===== src/rtl/aes_pkg.sv =====
// ---------------------------------------------------------------------------
// aes_pkg
// Shared types and constants for the AES decryption controller.
//   op_t         : datapath operation committed in a given cycle
//   ctrl_state_t : controller FSM state encoding (also exported for debug)
//   NUM_ROUNDS   : AES-128 round count (last round-key index)
//   IMC_WORDS    : number of 32-bit columns mixed by InvMixColumns
// ---------------------------------------------------------------------------
package aes_pkg;

    typedef enum logic [2:0] {
        OP_NONE,
        OP_ARK,
        OP_ISR,
        OP_ISB,
        OP_IMC
    } op_t;

    typedef enum logic [2:0] {
        IDLE,
        WAIT_KEY,
        ARK,
        ISR,
        ISB,
        IMC,
        DONE
    } ctrl_state_t;

    localparam int NUM_ROUNDS = 10;
    localparam int IMC_WORDS  = 4;

endpackage


===== src/rtl/aes_decrypt_ctrl.sv =====
// ---------------------------------------------------------------------------
// aes_decrypt_ctrl
// Sequencer for an AES-128 inverse cipher. Owns the 128-bit working state and
// steps it through AddRoundKey / InvShiftRows / InvSubBytes / InvMixColumns,
// whose results are computed outside this block from state_q.
//
// Ports
//   Clk, Reset_n   : clock, asynchronous active-low reset
//   start          : level request; accepted only in IDLE
//   key_ready      : round keys available; only looked at in WAIT_KEY
//   cipher_in      : ciphertext, captured when start is accepted
//   ark_in         : state_q XOR round key[Round]
//   isr_in, isb_in : InvShiftRows(state_q), InvSubBytes(state_q)
//   imc_word_in    : InvMixColumns of column mix_sel of state_q
//   state_q        : working state (plaintext once done)
//   Round          : round-key index used by AddRoundKey
//   op             : operation committed this cycle
//   mix_sel        : column being mixed during IMC
//   busy, done     : status
//   dbg_state_o    : current FSM state, for observation only
//
// Handshake: start is a level. It is sampled only in IDLE; once accepted the
// block is busy and ignores start. On completion the block sits in DONE with
// done=1 for as long as start stays high; dropping start returns it to IDLE
// on the next edge, so the requester owns the release of the result.
// ---------------------------------------------------------------------------
module aes_decrypt_ctrl
    import aes_pkg::*;
(
    input  logic         Clk,
    input  logic         Reset_n,
    input  logic         start,
    input  logic         key_ready,
    input  logic [127:0] cipher_in,
    input  logic [127:0] ark_in,
    input  logic [127:0] isr_in,
    input  logic [127:0] isb_in,
    input  logic [31:0]  imc_word_in,
    output logic [127:0] state_q,
    output logic [3:0]   Round,
    output op_t          op,
    output logic [1:0]   mix_sel,
    output logic         busy,
    output logic         done,
    output ctrl_state_t  dbg_state_o
);

    ctrl_state_t  fsm_q, fsm_d;
    logic [127:0] state_d;
    logic [3:0]   round_q, round_d;
    logic [1:0]   mix_q, mix_d;

    localparam logic [3:0] LAST_ROUND = 4'(NUM_ROUNDS);
    localparam logic [1:0] LAST_WORD  = 2'(IMC_WORDS - 1);

    always_ff @(posedge Clk or negedge Reset_n) begin
        if (!Reset_n) begin
            fsm_q   <= IDLE;
            state_q <= '0;
            round_q <= '0;
            mix_q   <= '0;
        end else begin
            fsm_q   <= fsm_d;
            state_q <= state_d;
            round_q <= round_d;
            mix_q   <= mix_d;
        end
    end

    always_comb begin
        fsm_d   = fsm_q;
        state_d = state_q;
        round_d = round_q;
        mix_d   = mix_q;
        op      = OP_NONE;

        unique case (fsm_q)
            IDLE: begin
                if (start) begin
                    state_d = cipher_in;
                    round_d = '0;
                    mix_d   = '0;
                    fsm_d   = WAIT_KEY;
                end
            end
            WAIT_KEY: begin
                if (key_ready) begin
                    fsm_d = ARK;
                end
            end
            ARK: begin
                op      = OP_ARK;
                state_d = ark_in;
                // Round 0 is the initial whitening key; round 10 is the last
                // key and has no InvMixColumns after it.
                if (round_q == 4'd0) begin
                    round_d = 4'd1;
                    fsm_d   = ISR;
                end else if (round_q == LAST_ROUND) begin
                    fsm_d = DONE;
                end else begin
                    mix_d = '0;
                    fsm_d = IMC;
                end
            end
            ISR: begin
                op      = OP_ISR;
                state_d = isr_in;
                fsm_d   = ISB;
            end
            ISB: begin
                op      = OP_ISB;
                state_d = isb_in;
                fsm_d   = ARK;
            end
            IMC: begin
                op = OP_IMC;
                // Column mix_sel occupies the word starting at the MSB end.
                case (mix_q)
                    2'd0:    state_d[127:96] = imc_word_in;
                    2'd1:    state_d[95:64]  = imc_word_in;
                    2'd2:    state_d[63:32]  = imc_word_in;
                    default: state_d[31:0]   = imc_word_in;
                endcase
                if (mix_q == LAST_WORD) begin
                    mix_d   = '0;
                    round_d = round_q + 4'd1;
                    fsm_d   = ISR;
                end else begin
                    mix_d = mix_q + 2'd1;
                end
            end
            DONE: begin
                if (!start) begin
                    fsm_d = IDLE;
                end
            end
            default: begin
                fsm_d = IDLE;
            end
        endcase
    end

    assign Round       = round_q;
    assign mix_sel     = mix_q;
    assign busy        = (fsm_q != IDLE) && (fsm_q != DONE);
    assign done        = (fsm_q == DONE);
    assign dbg_state_o = fsm_q;

endmodule

===== config.mk =====
export PLATFORM = sky130hd
export DESIGN_NAME = aes_decrypt_ctrl
export DESIGN_NICKNAME = d
export VERILOG_FILES = /design/src/rtl/aes_pkg.sv /design/src/rtl/aes_decrypt_ctrl.sv
export SDC_FILE = /design/constraint.sdc
export NUM_CORES = 1
export LEC_CHECK = 0
export CAP_MARGIN = 20
export CORE_AREA = 2 2 272 274
export DETAILED_ROUTE_END_ITERATION = 10
export DIE_AREA = 0 0 274 276
export GPL_TIMING_DRIVEN = 1
export PLACE_DENSITY = 0.37
export SKIP_LAST_GASP = 1
export SYNTH_ARGS = -nofsm -noshare
export SYNTH_HDL_FRONTEND = slang
export SYNTH_SLANG_ARGS = --single-unit

===== constraint.sdc =====
create_clock -name Clk -period 1.6 [get_ports Clk]
set_input_delay 0.32 -clock Clk [delete_from_list [all_inputs] [get_ports Clk]]
set_output_delay 0.32 -clock Clk [all_outputs]
set_load 0.01 [all_outputs]

==> results.tsv <==
stage	metric	value	unit
route	DRC Markers	0	
sta	Max Transition Viols Final	0	
synthesis	Syn Nets	1697	
floorplanning	core area	72600	um^2
cts	Reg clk slew, reported paths	70	ps
critical_path	Max stage delay on crit path	480	ps
synthesis	most area-hungry cell type in the Yosys netlist	dfrtp_1	
floorplanning	die area	75600	um^2
synthesis	Seq/Total Area, Yosys	0.361	
route	DRT Pass-1 Iters	5	
synthesis	FFs w/ async S/R, synth	1.00	
placed_design	PortBufs	689	
sta	slew margin rel.	0.680	
status	failing checks	setup timing	
sta	Worst Tran Pin Value	480	ps
sta	Final WS setup	-483	ps
critical_path	CP max stage cell	dfrtp_4	
min_path	hold crit path type	in -> async	
placed_design	Cell Count Post-Placement	2852	
power_and_ir_drop	power per cell area	488	nW/um^2
placed_design	GPL Wtd Cong	0.828	
floorplanning	Die Ht	276	um
route	DR iter-0 viols	695	
finish	Final Non-Filler Cells	3023	
sta	post-route minimum period	2080	ps
route	post-route ant nets	0	
cts	clk buf depth	2	
floorplanning	die width	274	um
finish	most frequent cells in the layout	clkdlybuf4s50_1, nand2_1, buf_4	
floorplanning	I/O Pins	690	
status	outcome	complete, but fails checks	
global_routing	initial antenna violation count	22	
route	via count	13600	
cts	CTS tree	done	
finish	Area growth syn-to-layout	142	%
critical_path	R2R Setup Slk	-480	ps
route	final wirelength	82200	um
critical_path	RR Endpoint	state_q[73]$_DFFE_PN0P_	
global_routing	first-pass GRT wire length	109000	um
sta	final setup fails	142	
cts	Worst-Skew Late Latency	500	ps
route	Avg Vias per Cell	4.50	
finish	nets	2598	
cts	CTS sink count	137	
sta	crit share post-route	1.30	
power_and_ir_drop	leak pwr	0.00877	uW
synthesis	Synth area leaders	dfrtp_1, a311o_1, a221oi_1	
critical_path	crit start category	flip-flop	
run	MaxCap Viol Count	0	
power_and_ir_drop	Max rail drop VDD	0.612	mV
synthesis	Distinct cells, synth	39	
cts	CTS buffer count	17	
placed_design	hpwl dp	60600	um
critical_path	Setup CP Type	reg -> out	
critical_path	R2R depth	10	
critical_path	critical path, cell by cell	and2b_4 -> nor2_4 -> buf_12 -> buf_12 -> nor2_4 -> buf_6	
synthesis	synthesized instance count	1142	
critical_path	Crit. End Element	output port	
critical_path	CP Data Arrival Time	1760	ps
synthesis	Main synth FF type	dfrtp_1	
global_routing	Overall Global Routing Usage	0.205	
route	routed len/inst	27.2	um
global_routing	vias in the first global route	14200	
synthesis	yosys warns	0	
sta	Final Skew	22.8	ps
synthesis	Yosys top cell area share	0.361	
global_routing	largest net degree at the start of global routing	37	
synthesis	Synth Area per Inst	8.31	um^2
critical_path	crit path max fanout	3	
sta	Hold Violations, Final	0	
sta	fmax	0.480	GHz
finish	# fillers	7583	
sta	setup_tns	-48600	ps
synthesis	post-synthesis cell area	9490	um^2
sta	RSZ-0062 raised after global routing	yes	
critical_path	Req. time, crit path	1280	ps
critical_path	R2R Path Start	dbg_state_o[1]$_DFFE_PN0P_	
finish	commonest non-fill, non-tap cell in the layout	clkdlybuf4s50_1	
synthesis	Post-synth EDFFs	0	
floorplanning	Starting Density	0.131	
cts	Root Driver	clkbuf_16	
floorplanning	site row count	99	
synthesis	Seq cells post-synth	137	
global_routing	gr ovfl total	0	
cts	H-tree depth	4	
finish	share of cells above drive strength 1	0.257	
==> metrics by stage <==
step / hold WS, ps / power (uW) / util / instance area [um^2] / setup slack, ps
after floorplan: 24.4 / 4340 / - / 10400 / -123
after global placement: 296 / 6860 / 0.272 / 19700 / -652
after detailed placement: 298 / 6850 / 0.272 / 19700 / -658
after CTS: 334 / 11400 / 0.305 / 22200 / -568
after global routing: 377 / 11600 / 0.316 / 22900 / -556
final: 349 / 11200 / 0.316 / 23000 / -483
==> power by group <==
part	internal [uW]	total (uW)	leakage (uW)	switching, uW
logic	1900	2970	0.00688	1070
clock network	2610	4520	0.000296	1910
registers	3630	3730	0.00159	101
==> registers in the layout, summed over array words and instances (netlist names) <==
name,flops
state_q,128
Round,4
dbg_state_o,3
mix_sel,2
==> synth_stat cells (2+ instances only) <==
master and n:
nand2_1 260, dfrtp_1 137, nor2_1 133, a311o_1 128, a31oi_1 128, a221oi_1 118
clkbuf_1 79, nand2b_1 35, buf_2 34, a21oi_1 10, a221oi_2 10, buf_4 10
buf_6 9, ha_1 7, o21ai_0 6, inv_1 5, a21oi_2 4, nor2b_1 3
o31ai_1 3, buf_8 2, nand3b_1 2, o22ai_1 2
==> cells by family after synthesis <==
kind of cell,share of synthesized area
fa+ha+maj,0.00923
buf+inv,0.0750
compound gates,0.366
simple gates,0.189
flops,0.361
==> worst max path at each step <==
| stage | slack (ps) | cells after the start | to | startpoint |
|---|---|---|---|---|
| after floorplan | -120 | 6 | busy | dbg_state_o[2]$_DFFE_PN0P_ |
| after global placement | -650 | 6 | state_q[125]$_DFFE_PN0P_ | dbg_state_o[1]$_DFFE_PN0P_ |
| after detailed placement | -660 | 6 | state_q[125]$_DFFE_PN0P_ | dbg_state_o[1]$_DFFE_PN0P_ |
| after CTS | -570 | 6 | op[0] | dbg_state_o[1]$_DFFE_PN0P_ |
| after global routing | -560 | 11 | state_q[73]$_DFFE_PN0P_ | dbg_state_o[1]$_DFFE_PN0P_ |
| final | -480 | 6 | op[0] | dbg_state_o[1]$_DFFE_PN0P_ |
==> worst max-delay path, delay by kind of cell (launching register included) <==
kind                   cells  cell delay (ps)
flip-flops                 1              480
buffers and inverters      3              360
AND/OR/NAND/NOR            3              440
==> metal layers <==
metal  wire length, um  global-route usage
met5               110                   0
met4              2460              0.0732
met3              6390              0.0608
met2             40200               0.349
met1             33100               0.242
==> timing repair <==
action	4_1_cts	5_1_grt
endpoints found under the hold margin	19	0
setup buffers	63	38
resized for setup	322	64
cloned	28	10
endpoints found under the setup margin	277	145
hold buffers	1	0
pin swaps	101	32
==> cell type report <==
class | instances | area [um^2] | area share
clock inverters | 15 | 200 | 0.00872
diodes | 8 | 20.0 | 0.000872
multi-input cells | 865 | 6280 | 0.273
well taps | 959 | 1200 | 0.0523
flip-flops and latches | 137 | 3440 | 0.150
clock buffers | 17 | 425 | 0.0185
repair buffers | 1017 | 11400 | 0.495
inverters | 5 | 18.8 | 0.000817
Power figures use the tool's default switching activity.
